`src/rtl/delay_pkg.sv`:
```
// Shared types and helpers for the programmable delay line.
// Pointer arithmetic stays modular without assuming a power-of-two depth.
package delay_pkg;

   typedef enum logic {
      FILL = 1'b0,
      RUN  = 1'b1
   } dly_state_t;

   // (a - b) mod modulus, for operands already in 0..modulus-1.
   function automatic int ptr_wrap_sub(input int a, input int b, input int modulus);
      if (a >= b)
         return a - b;
      else
         return a + modulus - b;
   endfunction

   function automatic int clamp_dly(input int req, input int max_dly);
      if (req < 1)
         return 1;
      else if (req > max_dly)
         return max_dly;
      else
         return req;
   endfunction

endpackage

```
`src/rtl/dly_regfile.sv`:
```
// Sample storage for the delay line: one write port, one asynchronous read port.
// Contents are intentionally not reset; the fill FSM hides stale entries.
module dly_regfile #(
   parameter int WIDTH  = 9,
   parameter int DEPTH  = 16,
   parameter int ADDR_W = 4
) (
   input  logic              clk,
   input  logic              we,
   input  logic [ADDR_W-1:0] wr_addr,
   input  logic [WIDTH-1:0]  wr_data,
   input  logic [ADDR_W-1:0] rd_addr,
   output logic [WIDTH-1:0]  rd_data
);

   logic [WIDTH-1:0] mem [DEPTH];

   always_ff @(posedge clk) begin
      if (we)
         mem[wr_addr] <= wr_data;
   end

   assign rd_data = mem[rd_addr];

endmodule

```
`src/rtl/delay_line_prog.sv`:
```
// Programmable-latency delay line: circular buffer plus fill FSM that blanks
// the output until D fresh samples have been written after reset or reload.
module delay_line_prog
   import delay_pkg::*;
#(
   parameter int DATA_W  = 8,
   parameter int MAX_DLY = 16,
   parameter int DEF_DLY = 4,
   parameter int DLY_W   = $clog2(MAX_DLY + 1)
) (
   input  logic              i_clk,
   input  logic              i_rst_n,
   input  logic              i_en,
   input  logic              i_valid,
   input  logic [DATA_W-1:0] iv_data,
   input  logic              i_dly_load,
   input  logic [DLY_W-1:0]  iv_dly,
   output logic [DATA_W-1:0] ov_data,
   output logic              o_valid,
   output logic              o_busy,
   output logic [DLY_W-1:0]  ov_dly
);

   localparam int PTR_W = (MAX_DLY > 1) ? $clog2(MAX_DLY) : 1;
   localparam int ENT_W = DATA_W + 1;

   dly_state_t       state;
   logic [PTR_W-1:0] wr_ptr;
   logic [PTR_W-1:0] rd_idx;
   logic [DLY_W-1:0] dly;
   logic [DLY_W-1:0] fill_cnt;
   logic [DLY_W-1:0] fill_next;
   logic [DLY_W-1:0] new_dly;
   logic [ENT_W-1:0] in_entry;
   logic [ENT_W-1:0] rd_entry;
   logic [ENT_W-1:0] dly_entry;

   assign in_entry  = {i_valid, iv_data};
   assign new_dly   = DLY_W'(clamp_dly(int'(iv_dly), MAX_DLY));
   assign fill_next = fill_cnt + DLY_W'(1);
   assign rd_idx    = PTR_W'(ptr_wrap_sub(int'(wr_ptr), int'(dly) - 1, MAX_DLY));

   // With D=1 the slot at rd_idx is the one being written this edge, so bypass.
   assign dly_entry = (dly == DLY_W'(1)) ? in_entry : rd_entry;

   dly_regfile #(
      .WIDTH  (ENT_W),
      .DEPTH  (MAX_DLY),
      .ADDR_W (PTR_W)
   ) u_regfile (
      .clk     (i_clk),
      .we      (i_en),
      .wr_addr (wr_ptr),
      .wr_data (in_entry),
      .rd_addr (rd_idx),
      .rd_data (rd_entry)
   );

   always_ff @(posedge i_clk or negedge i_rst_n) begin
      if (!i_rst_n)
         wr_ptr <= '0;
      else if (i_en)
         wr_ptr <= (wr_ptr == PTR_W'(MAX_DLY - 1)) ? '0 : wr_ptr + PTR_W'(1);
   end

   // A load wins over everything else, even with i_en low.
   always_ff @(posedge i_clk or negedge i_rst_n) begin
      if (!i_rst_n) begin
         state    <= FILL;
         fill_cnt <= '0;
         dly      <= DLY_W'(DEF_DLY);
         ov_data  <= '0;
         o_valid  <= 1'b0;
         o_busy   <= 1'b1;
      end else if (i_dly_load) begin
         dly <= new_dly;
         if (i_en && (new_dly == DLY_W'(1))) begin
            state    <= RUN;
            fill_cnt <= DLY_W'(1);
            o_busy   <= 1'b0;
            o_valid  <= i_valid;
            ov_data  <= iv_data;
         end else begin
            state    <= FILL;
            fill_cnt <= i_en ? DLY_W'(1) : '0;
            o_busy   <= 1'b1;
            o_valid  <= 1'b0;
            ov_data  <= '0;
         end
      end else if (i_en) begin
         if (state == FILL) begin
            fill_cnt <= fill_next;
            if (fill_next == dly) begin
               state              <= RUN;
               o_busy             <= 1'b0;
               {o_valid, ov_data} <= dly_entry;
            end
         end else begin
            {o_valid, ov_data} <= dly_entry;
         end
      end
   end

   assign ov_dly = dly;

endmodule

```
`config.mk`:
```
export PLATFORM = sky130hd
export DESIGN_NAME = delay_line_prog
export DESIGN_NICKNAME = d
export VERILOG_FILES = /design/src/rtl/delay_pkg.sv /design/src/rtl/dly_regfile.sv /design/src/rtl/delay_line_prog.sv
export SDC_FILE = /design/constraint.sdc
export NUM_CORES = 1
export LEC_CHECK = 0
export BUFFER_PORTS_ARGS = -buffer_cell sky130_fd_sc_hd__buf_2
export CAP_MARGIN = 30
export CORE_ASPECT_RATIO = 0.5
export CORE_MARGIN = 2
export CORE_UTILIZATION = 40
export CTS_BUF_LIST = sky130_fd_sc_hd__clkbuf_4 sky130_fd_sc_hd__clkbuf_8
export DETAILED_ROUTE_END_ITERATION = 12
export GPL_TIMING_DRIVEN = 0
export SKIP_CTS_REPAIR_TIMING = 1
export SLEW_MARGIN = 20
export SYNTH_ARGS = -nofsm -noshare
export SYNTH_HDL_FRONTEND = slang
export SYNTH_SLANG_ARGS = --single-unit
```
`constraint.sdc`:
```
create_clock -name i_clk -period 5.64 [get_ports i_clk]
set_input_delay 0.564 -clock i_clk [delete_from_list [all_inputs] [get_ports i_clk]]
set_output_delay 0.564 -clock i_clk [all_outputs]
set_load 0.02 [all_outputs]
```
# After elaboration in Yosys (flattened, before gate mapping)

Memories as Yosys holds them, arrays and structs flattened.
Cells that the tools add are included.

Flip-flop bits (word level): 25
Memory bits (writable): 144
Input bits: 18
Output and inout port bits: 15
Logic and storage cells: 61
Memories kept: 1

Memories:

| name          | depth | bits a word | read ports | clocked after Yosys merged registers in | wr ports | RTL line          | RTL |
|---|---|---|---|---|---|---|---|
| u_regfile.mem | 16    | 9           | 1          | 0                                       | 1        | dly_regfile.sv:16 | `logic [WIDTH-1:0] mem [DEPTH];` |

Add/sub/neg operators: 6
$lt $le $gt $ge: 3
Equality and inequality tests: 5
Mux-type cells: 32
Reductions and logical operators: 7

Operators with widths:

| cell                                                                 | count |
|---|---|
| 8-bit two-way mux                                                    | 5 |
| 5-bit two-way mux                                                    | 5 |
| 1-bit two-way mux                                                    | 19 |
| 5-bit by 1-bit == test with 1-bit output, second input constant      | 2 |
| 9-bit two-way mux                                                    | 1 |
| 4-bit by 1-bit adder with 4-bit output, second input constant        | 2 |
| 4-bit two-way mux                                                    | 2 |
| 4-bit subtractor                                                     | 2 |
| 5-bit by 6-bit greater-or-equal comparator with 1-bit output         | 1 |
| 5-bit by 1-bit subtractor with 6-bit output, second input constant   | 1 |
| 5-bit by 1-bit adder with 5-bit output, second input constant        | 1 |
| 5-bit == test                                                        | 1 |
| 5-bit > comparator, second input constant                            | 1 |
| 5-bit by 1-bit < comparator with 1-bit output, second input constant | 1 |
| 4-bit == test, second input constant                                 | 1 |
| 2-bit AND reduction                                                  | 2 |
| 2-bit nonzero test                                                   | 2 |
| 3-bit AND reduction                                                  | 1 |
| 3-bit nonzero test                                                   | 1 |
| 2-bit != test, second input constant                                 | 1 |
| 1-bit logical AND                                                    | 1 |

# Depth between registers and ports, before layout

An unclocked memory read counts as a cell.

Depth after elaboration: 9
Mapped depth: 12
Depth with buffers taken out: 10

# Hierarchy

Synthesis repeated with hierarchy kept, for this count alone.

Cell total of the unflattened synthesis: 398
Area, all modules: 7161.9 sq um

By module, submodules not included:

| module          | instances | cells each | area an instance (sq um) | sequential area each (sq um) |
|---|---|---|---|---|
| dly_regfile     | 1         | 245        | 5600.4                   | 4324.1 |
| delay_line_prog | 1         | 153        | 1561.5                   | 628.1 |

# Least setup slack after synthesis

OpenSTA, ideal clock, no wires.

Path type: register to register
Start: reg dly[0] (netlist: ov_dly[0])
End: reg ov_data[4]
Library setup time: 0.130 ns
Arrival: 2.920 ns
Data required time: 5.510 ns
Slack: 2.590 ns
Stages on the path, launching flop included: 11
Buffers on the path: 1
Clock period less this slack: 3.050 ns
Cells stage by stage: dfrtp_1 -> inv_1 -> ha_1 -> inv_1 -> fa_1 -> xnor2_2 -> buf_6 -> mux4_2 -> a221o_1 -> nand3_1 -> a31oi_1

Longest elaborated chain between the ends: 9
Elaborated cells on any way between the ends: 15
Those cells by class: add/sub (3); order compare (1); eq/ne (2); mux (6); reduce/logical (2); memory (1)

Ends and longest elaborated chain:

| what                                                                                       | RTL line              | RTL |
|---|---|---|
| start, declared                                                                            | delay_line_prog.sv:30 | `logic [DLY_W-1:0] dly;` |
| start signal, assigned                                                                     | delay_line_prog.sv:71 | `dly <= DLY_W'(DEF_DLY);` |
| start signal, assigned                                                                     | delay_line_prog.sv:76 | `dly <= new_dly;` |
| 5-bit by 1-bit subtractor with 6-bit output                                                | delay_line_prog.sv:41 | `assign rd_idx = PTR_W'(ptr_wrap_sub(int'(wr_ptr), int'(dly) - 1, MAX_DLY));` |
| 5-bit by 6-bit greater-or-equal comparator with 1-bit output, or another cell as far along | delay_pkg.sv:12       | `if (a >= b)` |
| 4-bit two-way mux                                                                          | delay_pkg.sv:12       |  |
| memory 16 x 9 bit                                                                          | n/a                   |  |
| 9-bit two-way mux                                                                          | delay_line_prog.sv:44 | `assign dly_entry = (dly == DLY_W'(1)) ? in_entry : rd_entry;` |
| 8-bit two-way mux                                                                          | delay_line_prog.sv:93 | `if (fill_next == dly) begin` |
| 8-bit two-way mux                                                                          | delay_line_prog.sv:91 | `if (state == FILL) begin` |
| 8-bit two-way mux                                                                          | delay_line_prog.sv:90 | `end else if (i_en) begin` |
| 8-bit two-way mux                                                                          | delay_line_prog.sv:75 | `end else if (i_dly_load) begin` |
| end signal, assigned                                                                       | delay_line_prog.sv:82 | `ov_data <= iv_data;` |
| end signal, assigned                                                                       | delay_line_prog.sv:96 | `{o_valid, ov_data} <= dly_entry;` |
| end signal, assigned                                                                       | delay_line_prog.sv:99 | `{o_valid, ov_data} <= dly_entry;` |
| end, declared                                                                              | delay_line_prog.sv:18 | `output logic [DATA_W-1:0] ov_data,` |

Several ways; a longest one is shown, not always the timed one. The select of a mux whose other input is x is not followed.
A chain may end at the register's enable or synchronous reset.

# Worst setup path after layout

Start: reg dly[0] (netlist: ov_dly[0])
End: reg ov_data[0]

The elaborated chain is that of the path after synthesis.

==> flow_metrics.tcl <==
set metrics [dict create \
    status "complete, no violations" \
    rows 34 \
    crit_path_end "ov_data[0]" \
    p_per_area_mw_per_mm2 535 \
    reg2reg_from "ov_dly[0]" \
    setup_ws_ps 1950 \
    fill_cells 1466 \
    drv_cap 0 \
    regArea_mm2 0.00495 \
    synth_edf_count 144 \
    hold_viol_final 0 \
    maxSlewHeadroom_pct 38.7 \
    dp_cells 697 \
    cts_root_buf "clkbuf_8" \
    regToRegEndpoint "ov_data[0]" \
    post-place-ws_ps 1930 \
    grtUsageTotal_pct 17.6 \
    utilization_pct 46.2 \
    antenna_found_initial 0 \
    multi_input_area_mm2 0.00203 \
    worst-path-buf-inv 4 \
    synth_area_mm2 0.00712 \
    dieArea_mm2 0.0189 \
    crit_required_ps 5970 \
    ys_types 42 \
    max_freq_mhz 271 \
    top_layer_used "met4" \
    rr_worst_depth 11 \
    path_class "reg2reg" \
    drt_pass1_iterations 7 \
    rrSetupSlack_ps 1950 \
    insertion_delay_ps 450 \
    hold_slack_ps 126 \
    rsz0062_at_grt "no" \
    wl_met3_um 958 \
    postPlaceCellArea_mm2 0.00762 \
    vdd_drop_max_mv 0.236 \
    synth_area_leaders "edfxtp_1, dfrtp_1, mux4_2" \
    vias 3901 \
    clock_skew_ps 18.5 \
    async_reset_ff_share_pct 14.8 \
    grt_pass1_vias 3963 \
    slew_violations 0 \
    areaGrowthSynthToFinish_pct 13.0 \
    synthFlopType "edfxtp_1" \
    crit_path_cell_trace "inv_1 -> ha_1 -> inv_1 -> fa_1 -> clkbuf_1 -> clkbuf_1 -> mux4_2 -> mux2i_1 -> nand3_1 -> nand3_1 -> a31oi_1" \
    drc_errors 0 \
    routed_via_density 5.32 \
    hp-class "in2async" \
    cts-buffers-inserted 17 \
    grt_start_max_net_pins 26 \
    min_period_ps 3690 \
    fin_area_mm2 0.00804 \
    finalSetupViolations 0 \
    h-tree-depth 4 \
    critPathLaunch "ov_dly[0]" \
    final_cells 733 \
    clock_sinks 169 \
    cp.depth 11 \
    syn_avg_cell_area_um2 16.7 \
    final_antenna_net_count 0 \
    cts_tree "done" \
    yosys.area.top_type "edfxtp_1" \
    critPathLaunchType "flip-flop" \
    io-pin-count 33 \
    io_buffers 31 \
    syn-num-nets 456 \
    grt-ovfl-total 0 \
    wl_met1_um 7390 \
    chipHeight_um 98.3 \
    critPathMaxFanout 10 \
    synth_top_area_share_pct 60.8 \
    dr_wl_met2_um 7000 \
    syn_inst 427 \
    clock_path_buffers 2 \
    core_area_mm2 0.0174 \
    seq_area_frac_synth_pct 69.6 \
    fp.dieW_um 193 \
    p_total_mw 4.30 \
    nets 515 \
    post_drt_wl_per_cell_um 21.3 \
    hpwlAfterDp_um 10400 \
    ys_warn_count 0 \
    gp_congestion 0.798 \
    crit_arrival_ps 4010 \
    leakagePower_nw 2.83 \
    setup_tns_ps 0 \
    crit_family "buffers and inverters" \
    initial_core_util_pct 40.9 \
    end_kind "flip-flop" \
    drtIter0Drc 465 \
    antennaDiodeCount 0 \
    clk_pin_slew_ps 100 \
    crit_path_top_delay_cell "fa_1" \
    tightest_slew_ps 916 \
    max_stage_delay_ps 550 \
    layout-drive-gt1-share_pct 22.4 \
    fin_crit_sh_pct 65.3 \
    grt_pass1_wl_um 23700 \
    ys_ff_latch 169 \
    wl_um 15600 \
]
flip-flops by register name, summed over array words and instances, names as in the netlist:
name / flops
state: 1
o_busy: 1
o_valid: 1
fill_cnt: 5
wr_ptr: 4
u_regfile.mem: 144
ov_data: 8
ov_dly: 5
placed cells by master (no fill, tap or decap), types with 3 or more instances in the layout:
cell,synthesis,final
edfxtp_1,144,144
mux2i_1,27,27
nor3_1,3,3
mux4_1,7,7
nand2_1,24,24
nor3b_2,0,4
nand3_1,20,20
a221o_1,9,9
nor2b_1,4,4
xnor2_1,8,8
o21ai_0,11,11
xor2_1,6,6
nor2_1,32,32
clkbuf_8,0,17
dfrtp_1,23,23
nand2b_1,7,7
clkinv_4,0,5
o22ai_1,8,8
a31oi_1,9,9
ha_1,10,10
clkinv_8,0,3
mux4_2,21,21
buf_2,7,38
inv_6,0,3
inv_1,10,10
clkbuf_1,9,9
inv_8,0,3
buf_4,1,10
cell type report:
cell class | count | area share, %
clock inverters | 15 | 1.94
multi-input cells | 228 | 25.3
flip-flops and latches | 169 | 61.6
repair buffers | 40 | 2.77
inverters | 10 | 0.467
clock buffers | 17 | 2.91
well taps | 234 | 3.64
plain buffers | 20 | 1.42
report_power, final:
part | leakage (nW) | internal, mW | switching (mW) | total (mW)
registers | 1.61 | 1.51 | 0.0728 | 1.58
logic | 1.02 | 0.835 | 1.06 | 1.90
clock network | 0.197 | 0.330 | 0.495 | 0.825
total | 2.83 | 2.67 | 1.63 | 4.30
per-layer routing:
| layer | GRT usage (%) | vias to the layer above |
|---|---|---|
| met5 | 0 | - |
| met4 | 5.28 | 0 |
| met3 | 4.28 | 16 |
| met2 | 26.1 | 128 |
| met1 | 25.9 | 1974 |
| li1 | - | 1783 |
Yosys cell counts (all sizes together), types with 4 or more instances:
cell    number
a221o        9
a31oi        9
buf         11
clkbuf       9
dfrtp       23
edfxtp     144
ha          10
inv         10
mux2i       27
mux4        28
nand2       24
nand2b       7
nand3       20
nor2        32
nor2b        4
nor3b        4
o21ai       11
o22ai        8
xnor2        9
xor2         6
kinds of logic after synthesis:
| kind of cell | synth area share [%] |
|---|---|
| flops | 69.6 |
| simple gates | 6.70 |
| mux | 13.2 |
| compound gates | 4.41 |
| buf+inv | 2.13 |
| xor+xnor | 1.95 |
| fa+ha+maj | 2.04 |
worst min path at each step:
stage,start,to,slack (ps),depth (start not counted)
2_1_floorplan,i_rst_n,fill_cnt[0],270,0
3_3_place_gp,o_busy,o_busy,500,2
3_5_place_dp,ov_dly[2],ov_dly[2],530,2
4_1_cts,i_rst_n,wr_ptr[0],130,1
5_1_grt,i_rst_n,wr_ptr[0],140,1
6_report,i_rst_n,wr_ptr[3],130,1
Note: power is estimated with default switching activity, not from simulation.
